File: src/rtl/wall_height_lfsr_gen_if.sv
// ---------------------------------------------------------------------------
// wall_height_lfsr_gen_if
// Bundle between the wall-height generator and the wall spawner.
//   seed_load / seed_in : runtime reseed request and value
//   req                 : request a new height
//   height / height_valid / height_ready : valid/ready result channel
//   busy                : generator is shifting or mapping
//   lfsr_state          : live LFSR contents for debug / score display
// master = generator side, slave = spawner / driver side.
// ---------------------------------------------------------------------------
interface wall_height_lfsr_gen_if #(
  parameter int WIDTH = 8,
  parameter int OUT_W = 7
);
  logic             seed_load;
  logic [WIDTH-1:0] seed_in;
  logic             req;
  logic [OUT_W-1:0] height;
  logic             height_valid;
  logic             height_ready;
  logic             busy;
  logic [WIDTH-1:0] lfsr_state;

  modport master (
    input  seed_load, seed_in, req, height_ready,
    output height, height_valid, busy, lfsr_state
  );

  modport slave (
    output seed_load, seed_in, req, height_ready,
    input  height, height_valid, busy, lfsr_state
  );
endinterface

File: src/rtl/wall_height_lfsr_gen.sv
// ---------------------------------------------------------------------------
// wall_height_lfsr_gen
// Pseudo-random wall-height source. A Fibonacci LFSR is stepped SHIFTS times
// per request, the sample is folded into [MIN_H, MAX_H] by repeated
// subtraction, and the result is offered on a valid/ready channel.
// Ports:
//   i_clk    : system clock, rising edge
//   i_resetn : asynchronous active-low reset
//   bus      : generator side of wall_height_lfsr_gen_if (see interface file)
//
// state    | meaning
// ---------+-------------------------------------------------------------
// ST_IDLE  | waiting for req
// ST_SHIFT | one LFSR step per cycle, SHIFTS steps in total
// ST_MAP   | subtract RANGE from acc until acc < RANGE, then emit height
// ST_VALID | height held until accepted by height_ready
// ---------------------------------------------------------------------------
module wall_height_lfsr_gen #(
  parameter int               WIDTH  = 8,
  parameter logic [WIDTH-1:0] TAPS   = WIDTH'(8'hB8),
  parameter logic [WIDTH-1:0] SEED   = WIDTH'(8'h5A),
  parameter int               SHIFTS = WIDTH,
  parameter int               OUT_W  = 7,
  parameter int               MIN_H  = 20,
  parameter int               MAX_H  = 90
) (
  input  logic                   i_clk,
  input  logic                   i_resetn,
  wall_height_lfsr_gen_if.master bus
);

  localparam int               CNT_W     = $clog2(SHIFTS + 1);
  localparam logic [CNT_W-1:0] CNT_LAST  = CNT_W'(SHIFTS - 1);
  localparam logic [31:0]      RANGE     = 32'(MAX_H - MIN_H + 1);
  localparam logic [WIDTH-1:0] RANGE_ACC = RANGE[WIDTH-1:0];

  typedef enum logic [1:0] {
    ST_IDLE  = 2'd0,
    ST_SHIFT = 2'd1,
    ST_MAP   = 2'd2,
    ST_VALID = 2'd3
  } state_t;

  state_t             r_state;
  logic [WIDTH-1:0]   r_lfsr;
  logic [WIDTH-1:0]   r_acc;
  logic [CNT_W-1:0]   r_cnt;
  logic [OUT_W-1:0]   r_height;
  logic               r_valid;

  state_t             w_state_nxt;
  logic [WIDTH-1:0]   w_lfsr_nxt;
  logic [WIDTH-1:0]   w_acc_nxt;
  logic [CNT_W-1:0]   w_cnt_nxt;
  logic [OUT_W-1:0]   w_height_nxt;
  logic               w_valid_nxt;
  logic               w_fb;
  logic [WIDTH-1:0]   w_lfsr_step;
  logic               w_acc_ge;

  always_ff @(posedge i_clk or negedge i_resetn) begin
    if (!i_resetn) begin
      r_state  <= ST_IDLE;
      r_lfsr   <= SEED;
      r_acc    <= '0;
      r_cnt    <= '0;
      r_height <= '0;
      r_valid  <= 1'b0;
    end else begin
      r_state  <= w_state_nxt;
      r_lfsr   <= w_lfsr_nxt;
      r_acc    <= w_acc_nxt;
      r_cnt    <= w_cnt_nxt;
      r_height <= w_height_nxt;
      r_valid  <= w_valid_nxt;
    end
  end

  always_comb begin
    w_fb         = ^(r_lfsr & TAPS);
    w_lfsr_step  = {r_lfsr[WIDTH-2:0], w_fb};
    // Compare in 32 bits so a RANGE wider than acc simply never matches.
    w_acc_ge     = ({{(32-WIDTH){1'b0}}, r_acc} >= RANGE);

    w_state_nxt  = r_state;
    w_lfsr_nxt   = r_lfsr;
    w_acc_nxt    = r_acc;
    w_cnt_nxt    = r_cnt;
    w_height_nxt = r_height;
    w_valid_nxt  = r_valid;

    case (r_state)
      ST_IDLE: begin
        if (bus.req) begin
          w_state_nxt = ST_SHIFT;
          w_cnt_nxt   = '0;
        end
      end
      ST_SHIFT: begin
        w_lfsr_nxt = w_lfsr_step;
        w_cnt_nxt  = r_cnt + CNT_W'(1);
        if (r_cnt == CNT_LAST) begin
          w_acc_nxt   = w_lfsr_step;
          w_cnt_nxt   = '0;
          w_state_nxt = ST_MAP;
        end
      end
      ST_MAP: begin
        if (w_acc_ge) begin
          w_acc_nxt = r_acc - RANGE_ACC;
        end else begin
          // acc < RANGE here, so the sum stays within OUT_W bits.
          w_height_nxt = OUT_W'(MIN_H) + OUT_W'(r_acc);
          w_valid_nxt  = 1'b1;
          w_state_nxt  = ST_VALID;
        end
      end
      ST_VALID: begin
        if (bus.height_ready) begin
          w_valid_nxt = 1'b0;
          w_state_nxt = ST_IDLE;
        end
      end
      default: begin
        w_state_nxt = ST_IDLE;
      end
    endcase

    // Reseed overrides any activity; a zero seed would lock the LFSR.
    if (bus.seed_load) begin
      w_lfsr_nxt  = (bus.seed_in == '0) ? SEED : bus.seed_in;
      w_state_nxt = ST_IDLE;
      w_valid_nxt = 1'b0;
      w_cnt_nxt   = '0;
    end
  end

  assign bus.height       = r_height;
  assign bus.height_valid = r_valid;
  assign bus.busy         = (r_state == ST_SHIFT) || (r_state == ST_MAP);
  assign bus.lfsr_state   = r_lfsr;

endmodule
File: src/flat_wrapper.sv
// flat-port wrapper written by rule: the top's interface ports become plain ports
module wall_height_lfsr_gen_flat 
#(
  parameter int               WIDTH  = 8,
  parameter logic [WIDTH-1:0] TAPS   = WIDTH'(8'hB8),
  parameter logic [WIDTH-1:0] SEED   = WIDTH'(8'h5A),
  parameter int               SHIFTS = WIDTH,
  parameter int               OUT_W  = 7,
  parameter int               MIN_H  = 20,
  parameter int               MAX_H  = 90
)
  (i_clk, i_resetn, bus_seed_load, bus_seed_in, bus_req, bus_height_ready, bus_height, bus_height_valid, bus_busy, bus_lfsr_state);
  wall_height_lfsr_gen_if #(.WIDTH(WIDTH), .OUT_W(OUT_W)) bus_i ();
  input  logic i_clk;
  input  logic i_resetn;
  input wire logic [$bits(bus_i.seed_load)-1:0] bus_seed_load;
  input wire logic [$bits(bus_i.seed_in)-1:0] bus_seed_in;
  input wire logic [$bits(bus_i.req)-1:0] bus_req;
  input wire logic [$bits(bus_i.height_ready)-1:0] bus_height_ready;
  output wire logic [$bits(bus_i.height)-1:0] bus_height;
  output wire logic [$bits(bus_i.height_valid)-1:0] bus_height_valid;
  output wire logic [$bits(bus_i.busy)-1:0] bus_busy;
  output wire logic [$bits(bus_i.lfsr_state)-1:0] bus_lfsr_state;
  assign bus_i.seed_load = bus_seed_load;
  assign bus_i.seed_in = bus_seed_in;
  assign bus_i.req = bus_req;
  assign bus_i.height_ready = bus_height_ready;
  assign bus_height = bus_i.height;
  assign bus_height_valid = bus_i.height_valid;
  assign bus_busy = bus_i.busy;
  assign bus_lfsr_state = bus_i.lfsr_state;
  wall_height_lfsr_gen #(.WIDTH(WIDTH), .TAPS(TAPS), .SEED(SEED), .SHIFTS(SHIFTS), .OUT_W(OUT_W), .MIN_H(MIN_H), .MAX_H(MAX_H)) u_core (.i_clk(i_clk), .i_resetn(i_resetn), .bus(bus_i));
endmodule
File: config.mk
export PLATFORM = sky130hd
export DESIGN_NAME = wall_height_lfsr_gen_flat
export DESIGN_NICKNAME = d
export VERILOG_FILES = /design/src/rtl/wall_height_lfsr_gen_if.sv /design/src/rtl/wall_height_lfsr_gen.sv /design/src/flat_wrapper.sv
export SDC_FILE = /design/constraint.sdc
export NUM_CORES = 1
export LEC_CHECK = 0
export ABC_AREA = 1
export CORE_ASPECT_RATIO = 1.75
export CORE_MARGIN = 5
export CORE_UTILIZATION = 36
export DETAILED_ROUTE_END_ITERATION = 12
export HOLD_SLACK_MARGIN = 0.06
export SLEW_MARGIN = 20
export SYNTH_ARGS = -nofsm -noshare
export SYNTH_HDL_FRONTEND = slang
export SYNTH_SLANG_ARGS = --single-unit
File: constraint.sdc
create_clock -name i_clk -period 2.1 [get_ports i_clk]
set_clock_uncertainty 0.05 [all_clocks]
set_input_delay 0.42 -clock i_clk [delete_from_list [all_inputs] [get_ports i_clk]]
set_output_delay 0.42 -clock i_clk [all_outputs]
set_load 0.005 [all_outputs]
==> impl_metrics.toml <==
[synthesis]
synthesis.nets = 250
synth_seq_cells = 30
syn_area_sq_um = 1830
syn_area_per_cell_sq_um = 8.03
ys.warnings.count = 0
seq_area_frac_synth_pct = 41.3
synth_cells = 228
ys_types = 31

[layout]
fin_cells = 321
nFillCells = 510
multi_input_area_sq_um = 961
areaGrowthSynthToFinish_pct = 25.0
layout.nets = 288
layout_commonest_cell = "nand2_1"
drive_gt1_share_pct = 14.2
seqCellArea_sq_um = 756
final_cell_mix = "nand2_1, clkdlybuf4s50_1, dfrtp_1, nand3_1, o21ai_0"
antenna_cells = 0

[detailed_routing]
route.detailed.drc = 0
wl_mm = 4.08
drt-pass1-iter-count = 4
wl_per_cell_um = 12.7
vias_per_cell = 4.95
vias = 1590
ant_nets = 0
drtIter0Drc = 38

[clocking]
cts_buffers = 5
clk_latency_ps = 290
cts_tree = "built"
htree_levels = 2
cts_resized = 0
cts.sinks = 30
path_clk_slew_ps = 60
root_buffer = "clkbuf_8"
cts_buffer_depth = 2

[sta]
period_share_pct = 97.2
finalCriticalPeriod_ps = 2040
setup_viol = 0
rsz0062_at_grt = "no"
slew_headroom_pct = 74.0
hold_viol_final = 0
fin_setup_tns_ps = 0
worst_pin_slew_ps = 390
max_freq_mhz = 490
timing.hold.ws_ps = 429
slew_violations = 0

[grt]
grt_pass1_wl_mm = 6.94
grt.total_usage_pct = 13.0
globalRouteOverflowTotal = 0
antenna_found_initial = 0
first_global_vias = 1587
grt_max_degree = 31

[place]
dp_hpwl_mm = 3.00
gp_congestion = 0.827
place_inst = 311
portBuffers = 29

[critical_path]
critPathKind = "reg -> out"
cp_slowest_cell = "clkdlybuf4s50_1"
slowest_delay_ps = 510
path_cells = "inv_1 > ha_1 > clkdlybuf4s50_1"
crit_fanout = 3
cp.required_ps = 1630
timing.critical_path.from_type = "flip-flop"
endpoint_kind = "output pin"
cp.arrival_ps = 1570
reg2reg_depth = 8

[floorplanning]
die_area_sq_um = 6670
die_x_um = 63.9
start_util_pct = 36.8
rows = 34
coreArea_sq_um = 4980
ios = 30
die_h_um = 104

[power]
power_leakage_nw = 1.09
total_power_w = 0.00299
cellPowerDensity_nw_per_um2 = 1310
irDropWorstVdd_uv = 725

[flow_run]
drv_cap = 0

[worst_hold_path]
hold_depth = 2
hold_path_class = "reg -> reg"

[status]
run_status = "complete, no violations"
where the power goes:
| part | switching, W | internal [W] |
|---|---|---|
| sequential | 0.000227 | 0.000807 |
| clock | 0.000219 | 0.000264 |
| combinational | 0.000788 | 0.000685 |
| total | 0.00123 | 0.00176 |
layer usage:
layer	GRT usage, %	up-vias	routed length, um
li1	-	809	-
met1	13.7	727	1590
met2	22.4	44	2150
met3	3.24	10	191
met4	7.43	0	142
met5	0	-	0
cell type report:
| class | instances | share of cell area, % |
|---|---|---|
| multi-input combinational | 176 | 42.0 |
| inverter | 16 | 2.73 |
| tap | 54 | 2.95 |
| clock inverter | 1 | 0.219 |
| timing repair buffer | 37 | 15.3 |
| sequential | 30 | 33.0 |
| clock buffer | 7 | 3.77 |
critical path, delay by kind of cell (launching register included):
family	cells	cell delay, ps
DFF	1	360
adders and majority gates	1	330
buffers and inverters	2	590
kinds of logic after synthesis:
group | count (synthesis) | synth area share, %
adder cells (fa/ha/maj) | 9 | 6.15
multiplexers | 1 | 0.547
XOR/XNOR | 8 | 3.83
AND/OR/NAND/NOR | 126 | 31.2
flip-flops | 30 | 41.3
buffers and inverters | 22 | 6.22
AO/OA/AOI/OAI | 32 | 10.8
final timing paths:
path	start	endpoint	slack (ps)
setup / recovery	u_core.r_state[0]$_DFFE_PN0P_	bus_busy	60
hold / removal	u_core.bus.height[0]$_DFFE_PN0P_	u_core.bus.height[0]$_DFFE_PN0P_	430
setup reg to reg	u_core.r_state[1]$_DFFE_PN0P_	u_core.r_state[0]$_DFFE_PN0P_	400
hold reg to reg	u_core.bus.height[0]$_DFFE_PN0P_	u_core.bus.height[0]$_DFFE_PN0P_	430
max in group asynchronous	i_resetn	u_core.bus.lfsr_state[1]$_DFFE_PN1P_	1200
min in group asynchronous	i_resetn	u_core.r_acc[2]$_DFFE_PN0P_	480
state kept, by name, indices dropped and copies added (netlist names):
name,flops
u_core.bus.lfsr_state,8
u_core.r_state,2
u_core.r_acc,8
u_core.bus.height_valid,1
u_core.bus.height,7
u_core.r_cnt,4
what timing repair did:
action                     in CTS  in global routing
hold buffers                    0                  0
buffers inserted                2                  0
setup endpoints to repair       1                  0
stage by stage:
step	worst slack, ps	utilization, %	instance area (sq um)
finish	58.2	46.0	2290
global placement	235	43.8	2180
global route	0.964	46.0	2290
floorplan	584	-	1830
CTS	43.5	46.0	2290
detailed placement	183	43.8	2180
synth_stat cells (all sizes together):
library cell	n	area share (%)
nand2	89	19
o21ai	27	9.2
dfrtp	26	36
nand3	18	6.3
inv	16	3.4
nor2	14	3.8
ha	9	6.2
xor2	6	2.9
buf	5	2.1
dfstp	4	5.7
a21oi	3	0.82
nand4	2	0.68
or2	2	0.68
xnor2	2	0.96
a22oi	1	0.41
a31oi	1	0.34
and3	1	0.34
clkbuf	1	0.75
mux2i	1	0.55
(Power assumes the default switching activity.)
